==> config.mk <==
export PLATFORM = sky130hd
export DESIGN_NAME = lsu_mem_initiator
export DESIGN_NICKNAME = d
export VERILOG_FILES = /design/src/rtl/lsu_mem_initiator.sv
export SDC_FILE = /design/constraint.sdc
export NUM_CORES = 1
export LEC_CHECK = 0
export ABC_CLOCK_PERIOD_IN_PS = 2700
export CAP_MARGIN = 20
export CORE_MARGIN = 8
export CORE_UTILIZATION = 25
export DETAILED_ROUTE_END_ITERATION = 6
export PLACE_DENSITY = 0.59
export SYNTH_ARGS = -nofsm -noshare
export SYNTH_HDL_FRONTEND = slang
export SYNTH_SLANG_ARGS = --single-unit
==> constraint.sdc <==
create_clock -name clk -period 2.7 [get_ports clk]
set_input_delay 0.54 -clock clk [delete_from_list [all_inputs] [get_ports clk]]
set_output_delay 0.54 -clock clk [all_outputs]
set_load 0.05 [all_outputs]
==> src/rtl/lsu_mem_initiator.sv <==
// LSU memory initiator: CPU load/store requests to a single-port byte memory.
// Sub-word stores use read-modify-write; illegal accesses answer with resp_err.
module lsu_mem_initiator #(
  parameter int          ADDRESS_WIDTH = 32,
  parameter logic [31:0] MEM_TOP       = 32'h0001FFFF
) (
  input  logic                     clk,
  input  logic                     rst_n,
  input  logic                     req_valid,
  output logic                     req_ready,
  input  logic                     req_store,
  input  logic [2:0]               req_funct3,
  input  logic [ADDRESS_WIDTH-1:0] req_addr,
  input  logic [31:0]              req_wdata,
  output logic                     resp_valid,
  input  logic                     resp_ready,
  output logic [31:0]              resp_rdata,
  output logic                     resp_err,
  output logic                     mem_we,
  output logic [ADDRESS_WIDTH-1:0] mem_a,
  output logic [31:0]              mem_wd,
  input  logic [31:0]              mem_rd
);

  typedef enum logic [2:0] {
    IDLE,
    LOAD,
    STORE,
    RMW_RD,
    RMW_WR,
    RESP
  } state_t;

  state_t                   state;
  logic [2:0]               funct3_q;
  logic [ADDRESS_WIDTH-1:0] addr_q;
  logic [31:0]              wdata_q;
  logic [31:0]              merge;
  logic                     bad;

  // Range check in 64 bits so addresses near the top never wrap.
  always_comb begin
    bad = 1'b0;
    if (req_store)
      bad = req_funct3[2] || (req_funct3[1:0] == 2'b11);
    else
      bad = (req_funct3 == 3'b011) || (req_funct3[2:1] == 2'b11);
    if (req_funct3[1:0] == 2'b01 && req_addr[0])
      bad = 1'b1;
    if (req_funct3[1:0] == 2'b10 && req_addr[1:0] != 2'b00)
      bad = 1'b1;
    if (64'(req_addr) + 64'd3 > 64'(MEM_TOP))
      bad = 1'b1;
  end

  function automatic logic [31:0] fmt(
    input logic [2:0]  f,
    input logic [31:0] d
  );
    logic [31:0] r;
    case (f)
      3'b000:  r = {{24{d[7]}}, d[7:0]};
      3'b001:  r = {{16{d[15]}}, d[15:0]};
      3'b100:  r = {24'h0, d[7:0]};
      3'b101:  r = {16'h0, d[15:0]};
      default: r = d;
    endcase
    return r;
  endfunction

  always_ff @(posedge clk or negedge rst_n) begin
    if (!rst_n) begin
      state      <= IDLE;
      funct3_q   <= 3'b000;
      addr_q     <= '0;
      wdata_q    <= 32'h0;
      merge      <= 32'h0;
      resp_valid <= 1'b0;
      resp_err   <= 1'b0;
      resp_rdata <= 32'h0;
    end else begin
      unique case (state)
        IDLE: begin
          if (req_valid) begin
            funct3_q <= req_funct3;
            addr_q   <= req_addr;
            wdata_q  <= req_wdata;
            if (bad) begin
              state      <= RESP;
              resp_valid <= 1'b1;
              resp_err   <= 1'b1;
              resp_rdata <= 32'h0;
            end else if (!req_store) begin
              state <= LOAD;
            end else if (req_funct3[1]) begin
              state <= STORE;
            end else begin
              state <= RMW_RD;
            end
          end
        end
        LOAD: begin
          state      <= RESP;
          resp_valid <= 1'b1;
          resp_rdata <= fmt(funct3_q, mem_rd);
        end
        STORE: begin
          state      <= RESP;
          resp_valid <= 1'b1;
        end
        RMW_RD: begin
          merge <= mem_rd;
          state <= RMW_WR;
        end
        RMW_WR: begin
          state      <= RESP;
          resp_valid <= 1'b1;
        end
        RESP: begin
          if (resp_ready) begin
            state      <= IDLE;
            resp_valid <= 1'b0;
            resp_err   <= 1'b0;
            resp_rdata <= 32'h0;
          end
        end
        default: state <= IDLE;
      endcase
    end
  end

  // Memory-side outputs decode straight from the state register so that
  // reset drops the write strobe without waiting for an edge.
  always_comb begin
    req_ready = (state == IDLE);
    mem_we    = 1'b0;
    mem_a     = '0;
    mem_wd    = 32'h0;
    unique case (state)
      LOAD, RMW_RD: begin
        mem_a = addr_q;
      end
      STORE: begin
        mem_we = 1'b1;
        mem_a  = addr_q;
        mem_wd = wdata_q;
      end
      RMW_WR: begin
        mem_we = 1'b1;
        mem_a  = addr_q;
        if (funct3_q[0])
          mem_wd = {merge[31:16], wdata_q[15:0]};
        else
          mem_wd = {merge[31:8], wdata_q[7:0]};
      end
      default: ;
    endcase
  end

endmodule

==> run summary <==
===========================================================================================
Top-level I/O count ..........................................................          204
Synthesis-to-layout area growth ..............................................        67.9%
H-Tree Depth .................................................................            4
Routed Wire Length ...........................................................     20400 um
Number of fill cells in the layout ...........................................         2299
Worst setup slack for register-to-register paths .............................      0.62 ns
Sequential element share of the synthesized area .............................        0.514
Die footprint ................................................................    30200 um2
Fraction of final layout cells with drive strength greater than 1 ............        0.378
Pin count of the biggest net entering global routing .........................           48
Worst-margin pin slew ........................................................     0.595 ns
Maximum clock path buffer count ..............................................            2
Number of design-rule violations left by the first detailed-router iteration .          200
Core outline area ............................................................    24400 um2
RSZ-0062 raised after global routing .........................................        false
Horiz. Die Dim ...............................................................       174 um
Launching element type of the critical path ..................................         flop
Routed wire per std cell .....................................................      18.4 um
Die boundary height ..........................................................       174 um
Number of routed nets with antenna violations ................................            0
Area of all sequential standard cells ........................................     3210 um2
Post-layout minimum cycle time ...............................................      2.56 ns
Synth top area cells ......................................................... sky130_fd_sc_hd__dfrtp_1 (51%), sky130_fd_sc_hd__mux2_2 (16%), sky130_fd_sc_hd__a22o_1 (5.8%), sky130_fd_sc_hd__and2_1 (3.4%), sky130_fd_sc_hd__nor2b_1 (2.5%)
CP arrival ...................................................................      2.02 ns
Max-cap viol count ...........................................................            0
Final critical-path share of the clock period ................................        0.947
Clock root buffer ............................................................ sky130_fd_sc_hd__clkbuf_16
Yosys warning count ..........................................................            0
Outcome ...................................................................... finished clean
Number of global-route vias before repair ....................................         5365
Routability cong. ............................................................        0.770
Prevailing post-synth register cell .......................................... sky130_fd_sc_hd__dfrtp_1
Starting density of the core .................................................        0.256
Gate Count Post-Synth ........................................................          513
Insertion delay to the later sink of the worst-skew pair .....................      0.42 ns
Number of flip-flops and latches in the synthesized netlist ..................          128
Clock edge transition at the registers on the reported setup and hold paths ..      0.06 ns
Final hold violation count ...................................................            0
Post-Synthesis Mean Instance Area ............................................     12.2 um2
PD cells .....................................................................  1180 nW/um2
Remaining routing DRC violations .............................................            0
Count of cells along the worst register-to-register path .....................            5
Number of enable flip-flop cells after synthesis .............................            0
Number of antenna violations at the first check in global routing ............            0
Vias per cell ................................................................         4.58
Commonest cells after routing, fill and taps aside ........................... sky130_fd_sc_hd__clkdlybuf4s50_1 (128), sky130_fd_sc_hd__dfrtp_1 (125), sky130_fd_sc_hd__mux2_2 (91), sky130_fd_sc_hd__buf_12 (71), sky130_fd_sc_hd__buf_4 (59)
Count of unique library cells instantiated by Yosys ..........................           51
Ys async rst share ...........................................................         1.00
Clk sinks ....................................................................          128
Most common cell after layout, fill and taps aside ........................... sky130_fd_sc_hd__clkdlybuf4s50_1
HP Class ..................................................................... input port to async pin
Vias after detailed routing ..................................................         5089
GR Util All Layers ...........................................................        0.134
Half-perimeter wire length after detailed placement ..........................     15100 um
Netlist Area Pre-Place .......................................................     6230 um2
Highest clock rate ...........................................................      391 MHz
Crit-path max FO .............................................................           32
First-pass GRT wire length ...................................................     32000 um
Setup skew after layout ......................................................   0.00888 ns
Number of nets in the finished design ........................................          878
FP Rows ......................................................................           57
CP Class ..................................................................... flop to primary output
Area occupied by multi-input gates ...........................................     2970 um2
Fraction of synthesized cell area taken by the top area cell type ............        0.514
Number of buffers created by CTS .............................................           17
Rel. slew slack ..............................................................        0.602
Final global-route overflow total ............................................            0
Static Leak ..................................................................      4.41 nW
Final Core Density ...........................................................        0.429
Post-synthesis net count .....................................................          619
Data required time of the critical path ......................................      2.16 ns
Sort of element at the end of the critical path .............................. primary output
CTS hold repair buffers ......................................................            0
Endpoint of the worst-slack reg-to-reg timing path ...........................    addr_q[8]
Setup TNS ....................................................................         0 ns
CTS tree .....................................................................         done
Initial DRT Pass Iterations ..................................................            4
Cell accounting for the most synthesized area ................................ sky130_fd_sc_hd__dfrtp_1
Final number of max-transition violations ....................................            0
Critical R2R Launch ..........................................................     state[2]
Final setup violating endpoints ..............................................            0
Buffers on Ports .............................................................          203
Largest voltage drop on the vdd net ..........................................     0.707 mV
===========================================================================================
## area by class of cell
| cell class | instances | area share |
|---|---|---|
| clock inverter | 15 | 0.0141 |
| clock buffer | 17 | 0.0407 |
| sequential | 128 | 0.306 |
| tap | 324 | 0.0387 |
| inverter | 9 | 0.00323 |
| timing repair buffer | 269 | 0.313 |
| antenna | 1 | 0.000239 |
| multi-input combinational | 347 | 0.284 |
## worst max-delay path: stages (launching register included)
cell and delay, ns:
sky130_fd_sc_hd__dfrtp_2 0.45, sky130_fd_sc_hd__buf_12 0.15, sky130_fd_sc_hd__nor3_2 0.30, sky130_fd_sc_hd__nor2_2 0.07, sky130_fd_sc_hd__buf_4 0.23, sky130_fd_sc_hd__and2_1 0.23
sky130_fd_sc_hd__buf_12 0.16
## where the power goes
part           switching [W]  total (W)  leakage (nW)  internal, W
clock               0.000986    0.00228         0.267      0.00129
sequential          0.000428    0.00308          1.57      0.00266
combinational        0.00381    0.00700          2.56      0.00319
## how the worst max path moves through the flow
stage                     slack (ns)             end         start  cells after the start
final                           0.14        mem_a[8]      state[2]                      6
after global routing            0.02   resp_rdata[3]  req_addr[21]                     12
after CTS                      0.003      mem_wd[14]      state[0]                      5
after detailed placement       -0.47   resp_rdata[8]   req_addr[0]                     12
after global placement         -0.40  resp_rdata[13]   req_addr[0]                     12
after floorplan                -0.09       mem_wd[0]      state[1]                      4
## metal layers
layer / track usage / part of all wire
met5: 0 / 0
met4: 0.0299 / 0.0076
met3: 0.0425 / 0.055
met2: 0.215 / 0.48
met1: 0.174 / 0.46
## stage by stage
stage | std cells | hold slack, ns | power [W] | setup slack, ns | instance area (um2)
floorplan | 513 | 0.244 | 0.00687 | -0.0913 | 6240
global placement | 1073 | 0.472 | 0.0100 | -0.400 | 9730
detailed placement | 1073 | 0.479 | 0.0101 | -0.472 | 9730
CTS | 1109 | 0.0464 | 0.0125 | 0.00314 | 10400
global route | 1109 | 0.0665 | 0.0130 | 0.0167 | 10500
finish | 1110 | 0.0510 | 0.0124 | 0.143 | 10500
## registers in the layout (all words and copies together), names as in the netlist
register	count
addr_q	32
resp_valid	1
merge	24
funct3_q	3
wdata_q	32
resp_err	1
resp_rdata	32
state	3
## logic make-up after synthesis
group                      after synthesis  synth area share
buffers and inverters                   38            0.0269
DFF                                    128             0.514
adders and majority gates                2           0.00401
AOI/OAI and AO/OA                      100             0.135
muxes                                   93             0.168
xor gates and xnor gates                 7           0.00984
and+or+nand+nor                        145             0.143
## cell usage after synthesis, types with 3 or more instances
cell / count
sky130_fd_sc_hd__buf_6: 3
sky130_fd_sc_hd__nor2_1: 14
sky130_fd_sc_hd__and3_1: 5
sky130_fd_sc_hd__and2_1: 34
sky130_fd_sc_hd__a22o_1: 41
sky130_fd_sc_hd__dfrtp_1: 128
sky130_fd_sc_hd__xnor2_1: 5
sky130_fd_sc_hd__buf_1: 3
sky130_fd_sc_hd__nor3_1: 5
sky130_fd_sc_hd__nand2_1: 18
sky130_fd_sc_hd__mux2_2: 91
sky130_fd_sc_hd__nand4_1: 6
sky130_fd_sc_hd__a21oi_1: 5
sky130_fd_sc_hd__a211oi_1: 3
sky130_fd_sc_hd__o2bb2ai_1: 6
sky130_fd_sc_hd__nand3_1: 13
sky130_fd_sc_hd__clkbuf_1: 21
sky130_fd_sc_hd__nor2b_1: 25
sky130_fd_sc_hd__o2bb2ai_2: 10
sky130_fd_sc_hd__a31oi_1: 3
sky130_fd_sc_hd__and4_1: 3
sky130_fd_sc_hd__o21ai_0: 14
sky130_fd_sc_hd__nor4_1: 3
sky130_fd_sc_hd__nor3b_1: 4
sky130_fd_sc_hd__inv_1: 9
sky130_fd_sc_hd__o211ai_1: 5
## what timing repair did
action                     4_1_cts  5_1_grt
setup endpoints to repair       49       43
resized for setup                9       24
cloned                           1        0
setup buffers                    3        1
pin swaps                        1       12
No activity file was read; power rests on OpenSTA's default activity.
